<file path="config.mk">
export PLATFORM = sky130hd
export DESIGN_NAME = card_sprite_renderer
export DESIGN_NICKNAME = d
export VERILOG_FILES = /design/src/rtl/card_pkg.sv /design/src/rtl/card_deal_fsm.sv /design/src/rtl/card_sprite_renderer.sv
export SDC_FILE = /design/constraint.sdc
export NUM_CORES = 1
export LEC_CHECK = 0
export BUFFER_PORTS_ARGS = -buffer_cell sky130_fd_sc_hd__buf_2
export CORE_MARGIN = 2
export CORE_UTILIZATION = 30
export DETAILED_ROUTE_END_ITERATION = 10
export GPL_TIMING_DRIVEN = 0
export HOLD_SLACK_MARGIN = 0.06
export PLACE_DENSITY = 0.51
export SYNTH_ARGS = -nofsm -noshare
export SYNTH_HDL_FRONTEND = slang
export SYNTH_SLANG_ARGS = --single-unit
export TNS_END_PERCENT = 50
</file>
<file path="constraint.sdc">
create_clock -name clock -period 5.5 [get_ports clock]
set_input_delay 0.55 -clock clock [delete_from_list [all_inputs] [get_ports clock]]
set_output_delay 0.55 -clock clock [all_outputs]
set_load 0.03 [all_outputs]
</file>
<file path="src/rtl/card_pkg.sv">
// Shared types and constants for the card sprite renderer and its deal animation.
package card_pkg;

    localparam int unsigned SCREEN_W = 256;
    localparam int unsigned SCREEN_H = 240;
    localparam int unsigned SPR_W    = 16;
    localparam int unsigned SPR_H    = 32;
    localparam int unsigned COLOR_W  = 3;
    localparam int unsigned ADDR_W   = 9;
    localparam int unsigned STEP     = 2;

    typedef logic [COLOR_W-1:0] color_t;
    typedef logic [7:0]         coord_t;

    typedef enum logic [1:0] {
        IDLE,
        PENDING,
        MOVE,
        DONE
    } deal_state_t;

    localparam color_t TRANSPARENT = 3'b000;
    localparam color_t BLACK       = 3'b000;
    localparam color_t RED         = 3'b100;
    localparam color_t GREEN       = 3'b010;
    localparam color_t BLUE        = 3'b001;
    localparam color_t WHITE       = 3'b111;

    // Move one axis toward its target by at most 'step', never overshooting.
    function automatic coord_t step_toward(coord_t cur, coord_t tgt, coord_t step);
        coord_t res;
        if (cur < tgt) begin
            res = ((tgt - cur) > step) ? coord_t'(cur + step) : tgt;
        end else if (cur > tgt) begin
            res = ((cur - tgt) > step) ? coord_t'(cur - step) : tgt;
        end else begin
            res = cur;
        end
        return res;
    endfunction

endpackage

</file>
<file path="src/rtl/card_deal_fsm.sv">
// Deal animation: slides the card position from start to target, one step per frame.
module card_deal_fsm #(
    parameter int unsigned STEP = card_pkg::STEP
) (
    input  logic       clock,
    input  logic       reset,
    input  logic       frame_start,
    input  logic       deal_start,
    input  logic [7:0] start_x,
    input  logic [7:0] start_y,
    input  logic [7:0] target_x,
    input  logic [7:0] target_y,
    output logic [7:0] cur_x,
    output logic [7:0] cur_y,
    output logic       busy,
    output logic       done
);
    import card_pkg::*;

    deal_state_t state, state_nxt;
    coord_t      cur_x_nxt, cur_y_nxt;
    coord_t      pend_sx, pend_sy, pend_tx, pend_ty;
    coord_t      pend_sx_nxt, pend_sy_nxt, pend_tx_nxt, pend_ty_nxt;
    coord_t      step_x, step_y;

    always_ff @(posedge clock) begin
        if (reset) begin
            state   <= IDLE;
            cur_x   <= '0;
            cur_y   <= '0;
            pend_sx <= '0;
            pend_sy <= '0;
            pend_tx <= '0;
            pend_ty <= '0;
        end else begin
            state   <= state_nxt;
            cur_x   <= cur_x_nxt;
            cur_y   <= cur_y_nxt;
            pend_sx <= pend_sx_nxt;
            pend_sy <= pend_sy_nxt;
            pend_tx <= pend_tx_nxt;
            pend_ty <= pend_ty_nxt;
        end
    end

    always_comb begin
        step_x      = step_toward(cur_x, pend_tx, coord_t'(STEP));
        step_y      = step_toward(cur_y, pend_ty, coord_t'(STEP));
        state_nxt   = state;
        cur_x_nxt   = cur_x;
        cur_y_nxt   = cur_y;
        pend_sx_nxt = pend_sx;
        pend_sy_nxt = pend_sy;
        pend_tx_nxt = pend_tx;
        pend_ty_nxt = pend_ty;
        busy        = 1'b0;
        done        = 1'b0;
        unique case (state)
            IDLE: begin
                // Only IDLE accepts a request, so a busy deal keeps its pending values.
                if (deal_start) begin
                    pend_sx_nxt = start_x;
                    pend_sy_nxt = start_y;
                    pend_tx_nxt = target_x;
                    pend_ty_nxt = target_y;
                    state_nxt   = PENDING;
                end
            end
            PENDING: begin
                busy = 1'b1;
                if (frame_start) begin
                    cur_x_nxt = pend_sx;
                    cur_y_nxt = pend_sy;
                    state_nxt = MOVE;
                end
            end
            MOVE: begin
                busy = 1'b1;
                if (frame_start) begin
                    cur_x_nxt = step_x;
                    cur_y_nxt = step_y;
                    if (step_x == pend_tx && step_y == pend_ty) begin
                        state_nxt = DONE;
                    end
                end
            end
            DONE: begin
                // busy stays high through the done pulse and drops with the return to IDLE.
                busy      = 1'b1;
                done      = 1'b1;
                state_nxt = IDLE;
            end
            default: state_nxt = IDLE;
        endcase
    end

endmodule

</file>
<file path="src/rtl/card_sprite_renderer.sv">
// Maps the pixel stream onto sprite RAM addresses and composites the returned
// sprite pixel over the background, with the card placed by the deal FSM.
module card_sprite_renderer #(
    parameter int unsigned SPR_W                   = card_pkg::SPR_W,
    parameter int unsigned SPR_H                   = card_pkg::SPR_H,
    parameter int unsigned ADDR_W                  = card_pkg::ADDR_W,
    parameter int unsigned COLOR_W                 = card_pkg::COLOR_W,
    parameter int unsigned STEP                    = card_pkg::STEP,
    parameter logic [COLOR_W-1:0] TRANSPARENT      = card_pkg::TRANSPARENT
) (
    input  logic               clock,
    input  logic               reset,
    input  logic [7:0]         pix_x,
    input  logic [7:0]         pix_y,
    input  logic               pix_valid,
    input  logic               frame_start,
    input  logic [COLOR_W-1:0] bg_color,
    input  logic               visible,
    input  logic               deal_start,
    input  logic [7:0]         start_x,
    input  logic [7:0]         start_y,
    input  logic [7:0]         target_x,
    input  logic [7:0]         target_y,
    output logic [ADDR_W-1:0]  rAddr,
    input  logic [COLOR_W-1:0] rom_data,
    output logic [COLOR_W-1:0] color_out,
    output logic               color_valid,
    output logic               busy,
    output logic               done
);
    import card_pkg::*;

    localparam int unsigned XB = $clog2(SPR_W);
    localparam int unsigned YB = $clog2(SPR_H);

    logic [7:0]         cur_x, cur_y;
    logic [8:0]         dx, dy;
    logic               hit0;
    logic               hit1, v1;
    logic [COLOR_W-1:0] bg1;
    logic [COLOR_W-1:0] color_nxt;

    card_deal_fsm #(
        .STEP (STEP)
    ) u_deal_fsm (
        .clock       (clock),
        .reset       (reset),
        .frame_start (frame_start),
        .deal_start  (deal_start),
        .start_x     (start_x),
        .start_y     (start_y),
        .target_x    (target_x),
        .target_y    (target_y),
        .cur_x       (cur_x),
        .cur_y       (cur_y),
        .busy        (busy),
        .done        (done)
    );

    // A borrow in dx/dy means the pixel is left of or above the card, which also
    // stops a card hanging off the right/bottom edge from wrapping to column/row 0.
    always_comb begin
        dx    = {1'b0, pix_x} - {1'b0, cur_x};
        dy    = {1'b0, pix_y} - {1'b0, cur_y};
        hit0  = pix_valid & visible & ~dx[8] & ~dy[8]
              & (dx < 9'(SPR_W)) & (dy < 9'(SPR_H));
        rAddr = '0;
        if (hit0) begin
            rAddr = ADDR_W'({dy[YB-1:0], dx[XB-1:0]});
        end
    end

    always_comb begin
        color_nxt = '0;
        if (v1) begin
            color_nxt = (hit1 && rom_data != TRANSPARENT) ? rom_data : bg1;
        end
    end

    // Stage 1 runs alongside the RAM's registered read; stage 2 composites.
    always_ff @(posedge clock) begin
        if (reset) begin
            hit1        <= 1'b0;
            bg1         <= '0;
            v1          <= 1'b0;
            color_out   <= '0;
            color_valid <= 1'b0;
        end else begin
            hit1        <= hit0;
            bg1         <= bg_color;
            v1          <= pix_valid;
            color_out   <= color_nxt;
            color_valid <= v1;
        end
    end

endmodule

</file>
==> results of run 1 <==
[stage by stage]
| stage | hold slack [ns] | utilization, % | power (mW) | setup slack [ns] |
|---|---|---|---|---|
| finish | 0.4387 | 35.86 | 4.666 | 0.3436 |
| global route | 0.4549 | 35.86 | 5.034 | 0.1036 |
| CTS | 0.4420 | 35.85 | 4.615 | 0.1682 |
| detailed placement | 0.4493 | 34.12 | 3.913 | 0.5366 |
| global placement | 0.4450 | 34.12 | 3.946 | 0.4721 |
| floorplan | 0.4332 | - | 3.069 | 1.120 |
[cells by family after synthesis]
kind of cell / after synthesis
simple gates: 313
mux: 10
compound gates: 273
buf+inv: 114
flops: 59
fa+ha+maj: 61
xor+xnor: 37
[critical path, stage by stage, from the launching register on]
cell and delay, ns:
dfxtp_1 0.56, clkbuf_2 0.32, inv_1 0.26, ha_1 0.34, nor2b_1 0.12, o21ai_0 0.18, a21boi_0 0.15, o21a_1 0.18
nor2_1 0.22, xnor2_1 0.14, or4_1 0.51, or4_1 0.46, clkbuf_1 0.33, nor3_1 0.28, buf_2 0.23
[worst max-delay path by stage]
stage | start | to | depth (start not counted)
3_3_place_gp | u_deal_fsm.cur_y[1] | u_deal_fsm.state[1] | 13
5_1_grt | u_deal_fsm.cur_y[1] | rAddr[7] | 14
6_report | u_deal_fsm.cur_y[1] | rAddr[7] | 14
2_1_floorplan | u_deal_fsm.cur_y[1] | rAddr[7] | 13
3_5_place_dp | u_deal_fsm.cur_y[1] | rAddr[7] | 14
4_1_cts | u_deal_fsm.cur_y[1] | rAddr[7] | 14
[routing by layer]
metal  GRT usage [%]  vias up  wire [um]
met2           30.83      253       9504
met3           3.117       43       1314
met5               0        -          0
met4           6.810        0        684
li1                -     3298          -
met1           28.04     3026      10340
[where the power goes]
group | switching [mW] | internal [mW]
logic | 2.12 | 1.27
registers | 0.109 | 0.503
clock network | 0.210 | 0.456
total | 2.44 | 2.23
[layout make-up]
cell class,instances,area (um^2)
clock inverter,6,112.6
fill,2234,13020
multi-input combinational,694,4514
buffer,54,304.0
clock buffer,10,239.0
tap,270,337.8
inverter,60,225.2
timing repair buffer,73,365.4
sequential,59,1181
[flip-flops by register name (all words and copies together), names as in the netlist, 2 cells and up]
signal,cells
bg1,3
color_out,3
u_deal_fsm.cur_x,8
u_deal_fsm.cur_y,8
u_deal_fsm.pend_sx,8
u_deal_fsm.pend_sy,8
u_deal_fsm.pend_tx,8
u_deal_fsm.pend_ty,8
u_deal_fsm.state,2
[cells in the final DEF (no fill, tap or decap), types with 34 or more instances in the layout]
| master | netlist | final |
|---|---|---|
| xnor2_1 | 34 | 34 |
| inv_1 | 60 | 60 |
| a21oi_1 | 91 | 91 |
| o21ai_0 | 45 | 45 |
| nand2_1 | 122 | 122 |
| clkbuf_1 | 37 | 36 |
| ha_1 | 55 | 55 |
| buf_2 | 6 | 79 |
| nor2_1 | 75 | 75 |
| dfxtp_1 | 59 | 59 |
==> metrics.md, run 1 <==
| Metric | Value |
|---|---|
| Status | complete, no violations |
| DRT antenna net count | 0 |
| Netlist cell types | 77 |
| All-Layer GR Usage | 19.89% |
| Post-Synth XOR/XNOR Area | 5.207% |
| Total gr overflow | 0 |
| CP max FO | 10 |
| Hold Violations, Final | 0 |
| Final #Nets | 1072 |
| Setup slack, reg-to-reg | 0.67 ns |
| CP startpoint kind | flop |
| WS Path Type | reg -> out |
| Synth Area in Adders | 12.99% |
| FMAX | 193.9 MHz |
| Fin crit period | 5.156 ns |
| Worst-Margin Slew | 1.421 ns |
| FF-to-FF path depth | 12 |
| Synth top area share | 18.98% |
| # clock sinks | 59 |
| Leakage | 2.890 nW |
| Share of cells above drive strength 1 | 13.39% |
| R2R Path End | u_deal_fsm.state[1] |
| Rel. slew slack | 4.383% |
| Count of pins over their slew limit | 0 |
| Multiplexer share of the synthesized area | 1.729% |
| First-pass DRT Iterations | 5 |
| Final Cell Area | 0.007279 mm^2 |
| H-tree Lvls | 3 |
| Ports | 75 |
| Setup TNS | 0 ns |
| Yosys top cell by area | dfxtp_1 |
| RSZ-0062 raised after global routing | no |
| Drc violations | 0 |
| Register area share after synthesis | 18.98% |
| Post-CTS Setup Bufs | 0 |
| Min-Delay Path Class | in -> reg |
| Largest cells by area after synthesis | dfxtp_1 19%, ha_1 11%, nand2_1 7.4%, a21oi_1 7.3%, xnor2_1 4.8% |
| Floorplan core area | 0.02030 mm^2 |
| Avg Cell Area, Syn | 7.178 um^2 |
| Clock buffer depth | 2 |
| Worst Min Path Start | bg_color[0] |
| Site Rows | 52 |
| Max rail drop VDD | 0.2653 mV |
| Post-Synth Simple-Gate Area | 23.38% |
| Post-synth ARST share | 0% |
| Die W | 148.0 um |
| Worst Hold End | bg1[0] |
| Synthesized area | 0.006223 mm^2 |
| Hpwl dp | 17.34 mm |
| Root buf cell | clkbuf_16 |
| Clk_lat worst skew | 0.32 ns |
| Ant. Diodes | 0 |
| CTS Buf Count | 9 |
| Worst Hold Depth | 2 |
| CP required | 4.95 ns |
| Vias in the first global route | 6230 |
| Hold buffers post-CTS | 0 |
| Die Area | 0.02191 mm^2 |
| WP data arrival | 4.61 ns |
| Initial antenna violation count | 0 |
| 1st-iter DRT viols | 609 |
| Routed wire length | 21.84 mm |
| CP Capture Type | output pin |
| Largest family of logic cells by synthesized area | compound AO/OA/AOI/OAI gates |
| FF+latch count, synth | 59 |
| Worst-path clk slew | 0.06 ns |
| Routed wire per std cell | 17.81 um |
| Count leader, synth | nand2_1 |
| Placed Instance Area | 0.006927 mm^2 |
| Area Growth Syn to Fin | 16.97% |
| Via count | 6620 |
| Critical R2R Launch | u_deal_fsm.cur_x[4] |
| Clk_skew | 0.006509 ns |
| Synth Area in Compound Gates | 29.23% |
| Setup Viol. Count Final | 0 |
| Post-synth EDFFs | 0 |
| I/O Buffers | 73 |
| Top post-synthesis cells by count | 122 x nand2_1, 91 x a21oi_1, 75 x nor2_1, 60 x inv_1, 59 x dfxtp_1 |
| Yosys warns | 0 |
| Initial Utilization | 30.66% |
| Post-Layout Cell Count | 1226 |
| Via density | 5.400 |
| Main synth FF type | dfxtp_1 |
| Max_cap viols | 0 |
| Die H | 148.0 um |
| Period utilisation layout | 93.75% |
| Syn_nets | 988 |
| Power Density | 641.0 mW/mm^2 |
| Post-Synthesis Cells | 867 |
| Post-CTS sizing | 0 |
| Routability cong. | 0.9907 |
| CTS tree | built |
| Placed insts | 1210 |
| First-pass GRT wire length | 34.64 mm |
| Largest net degree at the start of global routing | 12 |
Note: power is estimated with default switching activity, not from simulation.
==> run 2, diff against run 1 <==
--- a/config.mk
+++ b/config.mk
@@ -7,11 +7,12 @@
 export LEC_CHECK = 0
 export BUFFER_PORTS_ARGS = -buffer_cell sky130_fd_sc_hd__buf_2
 export CORE_MARGIN = 2
-export CORE_UTILIZATION = 30
+export CORE_UTILIZATION = 65
 export DETAILED_ROUTE_END_ITERATION = 10
 export GPL_TIMING_DRIVEN = 0
 export HOLD_SLACK_MARGIN = 0.06
-export PLACE_DENSITY = 0.51
+export PLACE_DENSITY = 0.92
+export RECOVER_POWER = 50
 export SYNTH_ARGS = -nofsm -noshare
 export SYNTH_HDL_FRONTEND = slang
 export SYNTH_SLANG_ARGS = --single-unit
==> run 2 against run 1 <==
Compared with the run above: sequential share of layout area up 0.79 points; routed wire length down 11%; total power down 6.3%.
==> metrics.md, run 2 (same netlist as run 1, synthesis figures left out) <==
| Metric | Value |
|---|---|
| DRT antenna net count | 0 (unchanged) |
| Die Area | 0.01037 mm^2 (was 0.02191 mm^2) |
| Commonest non-fill, non-tap cells in the layout | 122 x nand2_1, 91 x a21oi_1, 75 x nor2_1, 74 x buf_2, 60 x inv_1 (was 122 x nand2_1, 91 x a21oi_1, 79 x buf_2, 75 x nor2_1, 60 x inv_1) |
| # fillers | 782 (was 2234) |
| Max rail drop VDD | 0.3436 mV (was 0.2653 mV) |
| First-pass DRT Iterations | 6 (was 5) |
| I/O Buffers | 73 (unchanged) |
| Via count | 6902 (was 6620) |
| Die W | 101.9 um (was 148.0 um) |
| Leakage | 2.780 nW (was 2.890 nW) |
| Drc violations | 0 (unchanged) |
| Worst-Margin Slew | 0.9185 ns (was 1.421 ns) |
| All-Layer GR Usage | 37.39% (was 19.89%) |
| Busiest layer in global routing | met2 (unchanged) |
| Final #Nets | 1072 (unchanged) |
| CP max FO | 10 (unchanged) |
| CP startpoint kind | flop (unchanged) |
| FMAX | 195.3 MHz (was 193.9 MHz) |
| Ports | 75 (unchanged) |
| Worst-path clk slew | 0.07 ns (was 0.06 ns) |
| Fin crit period | 5.121 ns (was 5.156 ns) |
| Clk_skew | 0.006525 ns (was 0.006509 ns) |
| Routability cong. | 1.020 (was 0.9907) |
| Via density | 6.367 (was 5.400) |
| Floorplan core area | 0.009284 mm^2 (was 0.02030 mm^2) |
| Post-CTS sizing | 0 (unchanged) |
| Critical R2R Launch | u_deal_fsm.cur_y[1] (was u_deal_fsm.cur_x[4]) |
| Count of pins over their slew limit | 0 (unchanged) |
| Vias in the first global route | 6182 (was 6230) |
| CP required | 4.95 ns (about the same) |
| Met2 Usage GRT | 56.38% (was 30.83%) |
| Hold buffers post-CTS | 0 (unchanged) |
| Share of cells above drive strength 1 | 12.77% (was 13.39%) |
| Site Rows | 35 (was 52) |
| Max_cap viols | 0 (unchanged) |
| Rel. slew slack | 38.26% (was 4.383%) |
| Hold Violations, Final | 0 (unchanged) |
| Status | complete, no violations (unchanged) |
| Period utilisation layout | 93.10% (was 93.75%) |
| Area Growth Syn to Fin | 11.52% (was 16.97%) |
| Total gr overflow | 0 (unchanged) |
| Clock buffer depth | 2 (unchanged) |
| Routed wire length | 19.41 mm (was 21.84 mm) |
| CTS Buf Count | 9 (unchanged) |
| Ant. Diodes | 0 (unchanged) |
| Commonest non-fill, non-tap cell in the layout | nand2_1 (unchanged) |
| CTS tree | built (unchanged) |
| Setup TNS | 0 ns (unchanged) |
| Worst Hold Depth | 2 (unchanged) |
| WP data arrival | 4.57 ns (was 4.61 ns) |
| # clock sinks | 59 (unchanged) |
| FF-to-FF path depth | 13 (was 12) |
| Met3 usage | 10.12% (was 3.117%) |
| 1st-iter DRT viols | 719 (was 609) |
| CP Capture Type | output pin (unchanged) |
| Global-route met1 utilization | 51.80% (was 28.04%) |
| Setup Viol. Count Final | 0 (unchanged) |
| Hpwl dp | 15.06 mm (was 17.34 mm) |
| Clk_lat worst skew | 0.35 ns (was 0.32 ns) |
| Initial antenna violation count | 0 (unchanged) |
| Routed wire per std cell | 17.90 um (was 17.81 um) |
| Post-CTS Setup Bufs | 0 (unchanged) |
| RSZ-0062 raised after global routing | no (unchanged) |
| Power Density | 630.2 mW/mm^2 (was 641.0 mW/mm^2) |
| Worst Min Path Start | bg_color[2] (was bg_color[0]) |
| Final Util | 74.76% (was 35.86%) |
| Largest net degree at the start of global routing | 12 (unchanged) |
| H-tree Lvls | 3 (unchanged) |
| Min-Delay Path Class | in -> reg (unchanged) |
| First-pass GRT wire length | 30.62 mm (was 34.64 mm) |
| Die H | 101.9 um (was 148.0 um) |
| WS Path Type | reg -> out (unchanged) |
| Root buf cell | clkbuf_8 (was clkbuf_16) |
| Initial Utilization | 67.04% (was 30.66%) |
| CP startpoint | u_deal_fsm.cur_y[1] (unchanged) |
run 2: cell count changes in the layout (fill, tap and decap cells not counted), moves of 2 or more:
cell | before | now
clkinv_4 | 2 | 0
clkbuf_16 | 9 | 0
clkbuf_8 | 8 | 16
clkinvlp_4 | 0 | 3
bufinv_16 | 3 | 1
clkbuf_1 | 36 | 42
buf_2 | 79 | 74
run 2: final cells by class:
cell class	instances	area [um^2]	area share (%)
Multi-Input combinational cell	694	4521	65.13
Sequential cell	59	1181	17.02
Timing Repair Buffer	73	359.1	5.174
Buffer	54	302.8	4.363
Inverter	60	225.2	3.245
Tap cell	129	161.4	2.326
Clock buffer	9	123.9	1.785
Clock inverter	6	66.31	0.9555
run 2: critical path: stages (launching register included):
cell and delay (ns):
dfxtp_1 0.52, clkbuf_1 0.43, inv_1 0.31, ha_1 0.34, nor2b_1 0.12, o21ai_0 0.19, a21boi_0 0.15, o21a_1 0.19
nor2_1 0.15, xnor2_1 0.08, or4_1 0.52, or4_1 0.47, clkbuf_1 0.30, nor3_1 0.24, buf_2 0.22
run 2: path summary, 6_finish.rpt:
check,slack [ns],endpoint
setup / recovery,0.38,rAddr[7]
hold / removal,0.40,bg1[2]
setup reg to reg,0.62,u_deal_fsm.state[1]
hold reg to reg,0.46,u_deal_fsm.pend_sx[2]
run 2: layer usage:
layer,part of all wire (%),vias up
met5,0,-
met4,2.5,0
met3,12,52
met2,43,447
met1,42,3120
li1,-,3283
run 2: metrics by stage:
stage               worst slack (ns)  total power, mW  hold slack (ns)  area (um^2)  std cells
floorplan                      1.120            3.069           0.4332         6223        867
global placement              0.8132            3.797           0.4419         6750       1069
detailed placement            0.8136            3.827           0.4461         6750       1069
CTS                           0.4181            4.232           0.4059         6940       1084
global route                 0.07089            4.675           0.4163         6940       1084
finish                        0.3793            4.374           0.3999         6940       1084
run 2: power by group:
group          total [mW]  switching, mW  internal, mW
Clock               0.394          0.187         0.207
Combinational        3.37           2.10          1.27
Sequential          0.607          0.105         0.503
Total                4.37           2.39          1.98
